--- config.mk ---
export PLATFORM = sky130hd
export DESIGN_NAME = adc_capture_window
export DESIGN_NICKNAME = d
export VERILOG_FILES = /design/src/rtl/adc_capture_window_pkg.sv /design/src/rtl/adc_capture_window_win_counter.sv /design/src/rtl/adc_capture_window.sv
export SDC_FILE = /design/constraint.sdc
export NUM_CORES = 1
export LEC_CHECK = 0
export ABC_CLOCK_PERIOD_IN_PS = 3380
export CORE_ASPECT_RATIO = 2
export CORE_MARGIN = 5
export CORE_UTILIZATION = 40
export DETAILED_ROUTE_END_ITERATION = 10
export PLACE_DENSITY = 0.7
export SLEW_MARGIN = 20
export SYNTH_ARGS = -nofsm -noshare
export SYNTH_HDL_FRONTEND = slang
export SYNTH_HIERARCHICAL = 1
export SYNTH_SLANG_ARGS = --single-unit
--- constraint.sdc ---
create_clock -name clk1 -period 3.38 [get_ports clk1]
set_clock_uncertainty 0.15 [all_clocks]
set_input_delay 0.845 -clock clk1 [delete_from_list [all_inputs] [get_ports clk1]]
set_output_delay 0.845 -clock clk1 [all_outputs]
set_load 0.03 [all_outputs]
--- src/rtl/adc_capture_window_pkg.sv ---
// rtl/adc_capture_window_pkg.sv - shared ADC-unit types, default widths and constants
package adc_capture_window_pkg;

    localparam int DATA_W_DEF = 12;
    localparam int ADDR_W_DEF = 10;
    localparam int DLY_W_DEF  = 8;

    localparam logic [7:0] LOST_SAT = 8'hFF;

    typedef enum logic [1:0] {
        ST_IDLE    = 2'd0,
        ST_DELAY   = 2'd1,
        ST_CAPTURE = 2'd2,
        ST_DONE    = 2'd3
    } cap_state_e;

endpackage

--- src/rtl/adc_capture_window_win_counter.sv ---
// rtl/adc_capture_window_win_counter.sv - loadable down-counter with terminal-count flag
module adc_win_counter
    import adc_capture_window_pkg::*;
#(
    parameter int W = DLY_W_DEF
) (
    input  logic         clk_i,
    input  logic         rst_ni,
    input  logic         load_i,
    input  logic [W-1:0] load_val_i,
    input  logic         dec_i,
    output logic         tc_o
);

    logic [W-1:0] cnt_q, cnt_d;

    always_comb begin
        cnt_d = cnt_q;
        if (load_i) begin
            cnt_d = load_val_i;
        end else if (dec_i && (cnt_q != '0)) begin
            cnt_d = cnt_q - W'(1);
        end
    end

    always_ff @(posedge clk_i or negedge rst_ni) begin
        if (!rst_ni) begin
            cnt_q <= '0;
        end else begin
            cnt_q <= cnt_d;
        end
    end

    // Flag the last counted cycle so the owner can change state on this edge.
    assign tc_o = (cnt_q == W'(1));

endmodule

--- src/rtl/adc_capture_window.sv ---
// rtl/adc_capture_window.sv - trigger-started delay/capture sequencer; ADC_CAPTURE_LOST_CNT_EN adds lost_cnt
module adc_capture_window
    import adc_capture_window_pkg::*;
#(
    parameter int DATA_W = DATA_W_DEF,
    parameter int ADDR_W = ADDR_W_DEF,
    parameter int DLY_W  = DLY_W_DEF
) (
    input  logic              clk1,
    input  logic              rstb,
    input  logic              trig,
    input  logic [DLY_W-1:0]  delay,
    input  logic [ADDR_W-1:0] length,
    input  logic [DATA_W-1:0] adc_data,
    output logic              wr_en,
    output logic [ADDR_W-1:0] wr_addr,
    output logic [DATA_W-1:0] wr_data,
    output logic              busy,
    output logic              done
`ifdef ADC_CAPTURE_LOST_CNT_EN
    ,
    output logic [7:0]        lost_cnt
`endif
);

    cap_state_e        st_q, st_d;
    logic              accept;
    logic              dly_tc, len_tc;
    logic              wr_go;
    logic [ADDR_W-1:0] idx_q, idx_d, widx;
    logic              wr_en_q, busy_q, done_q;
    logic [ADDR_W-1:0] wr_addr_q;
    logic [DATA_W-1:0] wr_data_q;

    always_comb begin
        st_d   = st_q;
        accept = 1'b0;
        case (st_q)
            ST_IDLE: begin
                if (trig) begin
                    accept = 1'b1;
                    if (length == '0) begin
                        st_d = ST_DONE;
                    end else if (delay != '0) begin
                        st_d = ST_DELAY;
                    end else begin
                        st_d = ST_CAPTURE;
                    end
                end
            end
            ST_DELAY: begin
                if (dly_tc) begin
                    st_d = ST_CAPTURE;
                end
            end
            ST_CAPTURE: begin
                if (len_tc) begin
                    st_d = ST_DONE;
                end
            end
            ST_DONE: begin
                st_d = ST_IDLE;
            end
            default: begin
                st_d = ST_IDLE;
            end
        endcase
    end

    // Outputs are registered from the next state, so the first write lands
    // on the same edge that enters CAPTURE and the index restarts at 0.
    assign wr_go = (st_d == ST_CAPTURE);
    assign widx  = (st_q == ST_CAPTURE) ? idx_q : '0;
    assign idx_d = wr_go ? (widx + ADDR_W'(1)) : '0;

    adc_win_counter #(.W(DLY_W)) u_dly_cnt (
        .clk_i      (clk1),
        .rst_ni     (rstb),
        .load_i     (accept),
        .load_val_i (delay),
        .dec_i      (st_q == ST_DELAY),
        .tc_o       (dly_tc)
    );

    // The entry write is not counted here; CAPTURE ends when the count hits 1.
    adc_win_counter #(.W(ADDR_W)) u_len_cnt (
        .clk_i      (clk1),
        .rst_ni     (rstb),
        .load_i     (accept),
        .load_val_i (length),
        .dec_i      (st_q == ST_CAPTURE),
        .tc_o       (len_tc)
    );

    always_ff @(posedge clk1 or negedge rstb) begin
        if (!rstb) begin
            st_q      <= ST_IDLE;
            idx_q     <= '0;
            wr_en_q   <= 1'b0;
            busy_q    <= 1'b0;
            done_q    <= 1'b0;
            wr_addr_q <= '0;
            wr_data_q <= '0;
        end else begin
            st_q    <= st_d;
            idx_q   <= idx_d;
            wr_en_q <= wr_go;
            busy_q  <= (st_d != ST_IDLE);
            done_q  <= (st_d == ST_DONE);
            if (wr_go) begin
                wr_addr_q <= widx;
                wr_data_q <= adc_data;
            end
        end
    end

    assign wr_en   = wr_en_q;
    assign wr_addr = wr_addr_q;
    assign wr_data = wr_data_q;
    assign busy    = busy_q;
    assign done    = done_q;

`ifdef ADC_CAPTURE_LOST_CNT_EN
    logic [7:0] lost_q;

    always_ff @(posedge clk1 or negedge rstb) begin
        if (!rstb) begin
            lost_q <= 8'd0;
        end else if (trig && (st_q != ST_IDLE) && (lost_q != LOST_SAT)) begin
            lost_q <= lost_q + 8'd1;
        end
    end

    assign lost_cnt = lost_q;
`endif

endmodule
==> impl_metrics.json <==
{
  "crit_chain": "or4_1, nor4b_1, nor2_1, a22oi_1, nand2_1, o21a_1, buf_12, mux2_4",
  "synth_top_area_cell": "dfrtp_1",
  "grt_util_met1_pct": 15.3,
  "synth_area_leaders": "dfrtp_1, mux2_4, nand2_1",
  "syn_inst": 264,
  "period_share_pct": 85.3,
  "synth.yosys.warnings": 6,
  "critPathMaxStageDelay_ps": 670,
  "met3_usage_pct": 3.13,
  "cts-root-buf": "clkbuf_16",
  "die_y_microns": 129,
  "cts_sinks": 55,
  "rows": 43,
  "drt-initial-drc-count": 113,
  "nets": 368,
  "vdd_drop_max_uv": 378,
  "hp-class": "flop to flop",
  "cts_setup_buffers": 0,
  "power.density_nw_per_um2": 626,
  "vias": 2288,
  "dr.pass1.iters": 4,
  "synthArstFlopShare_pct": 100,
  "yosysSeqAreaShare_pct": 48.8,
  "critPathMaxFanout": 25,
  "crit_path_start_kind": "flop",
  "area_growth_pct": 30.6,
  "grtUsageTotal_pct": 14.8,
  "critPathKind": "flop to flop",
  "num_io_pins": 58,
  "post_drt_wl_per_cell_microns": 15.6,
  "preCtsSetupSlack_ps": 448,
  "synth.distinct_cells": 60,
  "ant_nets": 0,
  "crit_slowest_cell": "or4_1",
  "cts_buffer_depth": 2,
  "syn_avg_cell_area_sq_um": 10.7,
  "utilization_pct": 53.5,
  "dpl.cell_count": 412,
  "drv_cap": 0,
  "status": "finished clean",
  "clock_latency_ps": 290,
  "grt_pass1_vias": 2293,
  "place_area_sq_um": 3520,
  "fin_cells": 419,
  "syn-num-nets": 303,
  "synth_ff_type": "dfrtp_1",
  "ys_ff_latch": 55,
  "hold-worst-slack_ps": 354,
  "synth_most_common_cell": "dfrtp_1",
  "drc_errors": 0,
  "grt_pass1_wl_microns": 10600,
  "yosys-top-cells-count": "dfrtp_1, nand2_1, nor2_1, a21oi_1, inv_1",
  "final_area_sq_um": 3680,
  "top_usage_layer": "met2",
  "synth_edf_count": 0,
  "drt-vias-per-instance": 5.46,
  "core_area_sq_um": 6890,
  "syn_area_sq_um": 2820,
  "gr-usage-met2_pct": 27.5,
  "cts.repair.resized": 0,
  "wl_microns": 6560,
  "fmax_mhz": 347,
  "grt_overflow": 0,
  "final_layout_size_suffix_gt1_share_pct": 13.7,
  "drv_slew": 0,
  "tightest_slew_ps": 581,
  "antenna_found_initial": 0,
  "hold_violations": 0,
  "place.port_buffers": 57,
  "grt_max_degree": 26,
  "h-tree-depth": 2,
  "setup_violations": 0,
  "fin_ws_ps": 498,
  "fp.dieW_microns": 69.3,
  "num_antenna_cells": 0,
  "dp_hpwl_microns": 5020,
  "relSlewSlack_pct": 61.3,
  "start_util_pct": 40.9,
  "tns_ps": 0,
  "yosysTopAreaCellShare_pct": 48.8,
  "place.gp.congestion": 0.879,
  "dieArea_sq_um": 8920,
  "p_leak_nw": 1.54,
  "ctsHoldBuffers": 0,
  "p_total_mw": 2.31,
  "cts_tree": "done",
  "rsz0062_at_grt": "false",
  "post-route-min-period_ps": 2880,
  "critPathRequiredTime_ps": 3410,
  "endpoint_kind": "flop",
  "numCtsBuffers": 5,
  "clkTransAtPathRegs_ps": 70,
  "arrival_ps": 2910
}
cell usage in the layout, fill, tap and decap left out, drive strengths merged, types with 4 or more instances in the layout:
master,instances
a31oi,4
o211ai,5
ha,6
inv,13
clkbuf,6
nor4,6
a22o,11
nand2,28
buf,12
dfrtp,55
and2,4
nand3,4
nor3,5
clkdlybuf4s50,56
nor3b,4
or3,4
xor2,4
nor2,22
a21oi,13
mux2,12
o21ai,9
state kept, by name, summed over array words and instances (netlist names):
register / cells
done: 1
wr_addr: 10
u_len_cnt/cnt_q: 10
busy: 1
st_q: 2
wr_en: 1
idx_q: 10
u_dly_cnt/cnt_q: 8
wr_data: 12
critical path, delay by kind of cell (launching register included):
kind            cells  cell delay [ps]
flops               1              440
mux                 1              300
simple gates        4             1300
buf+inv             1              170
compound gates      2              380
cells by family after synthesis:
logic type               Yosys count  share of synthesized area, %
flip-flops                        55                          48.8
buffers and inverters             23                          4.17
AO/OA/AOI/OAI                     62                          15.9
adder cells (fa/ha/maj)            6                          2.66
AND/OR/NAND/NOR                   97                          19.8
XOR/XNOR                           7                          2.18
multiplexers                      14                          6.44
path summary, 6_finish.rpt:
path	startpoint	to	slack, ps	cells after the start
worst max-delay path	u_dly_cnt/cnt_q[3]$_DFFE_PN0P_	wr_data[3]$_DFFE_PN0N_	500	8
min in group asynchronous	rstb	u_dly_cnt/cnt_q[5]$_DFFE_PN0P_	390	1
worst min-delay path	wr_addr[0]$_DFFE_PN0N_	wr_addr[0]$_DFFE_PN0N_	350	1
worst max register to register	u_dly_cnt/cnt_q[3]$_DFFE_PN0P_	wr_data[3]$_DFFE_PN0N_	500	8
max in group asynchronous	rstb	idx_q[6]$_DFF_PN0_	2030	2
worst min register to register	wr_addr[0]$_DFFE_PN0N_	wr_addr[0]$_DFFE_PN0N_	350	1
layout make-up:
type                            instances  area (sq um)
Inverter                               13          48.8
Sequential cell                        55          1380
Tap cell                               90           113
Clock buffer                            6           129
Multi-Input combinational cell        186          1320
Fill cell                             649          3210
Clock inverter                          1          30.0
Timing Repair Buffer                   68           661
where the power goes:
part	switching (mW)	internal, mW
clock	0.229	0.346
sequential	0.162	0.802
combinational	0.399	0.368
total	0.790	1.52
metal layers:
layer	vias to the layer above	routed length, microns
met4	0	188
met1	1114	2410
met3	17	281
met2	58	3680
met5	-	0
li1	1099	-
Power figures use the tool's default switching activity.
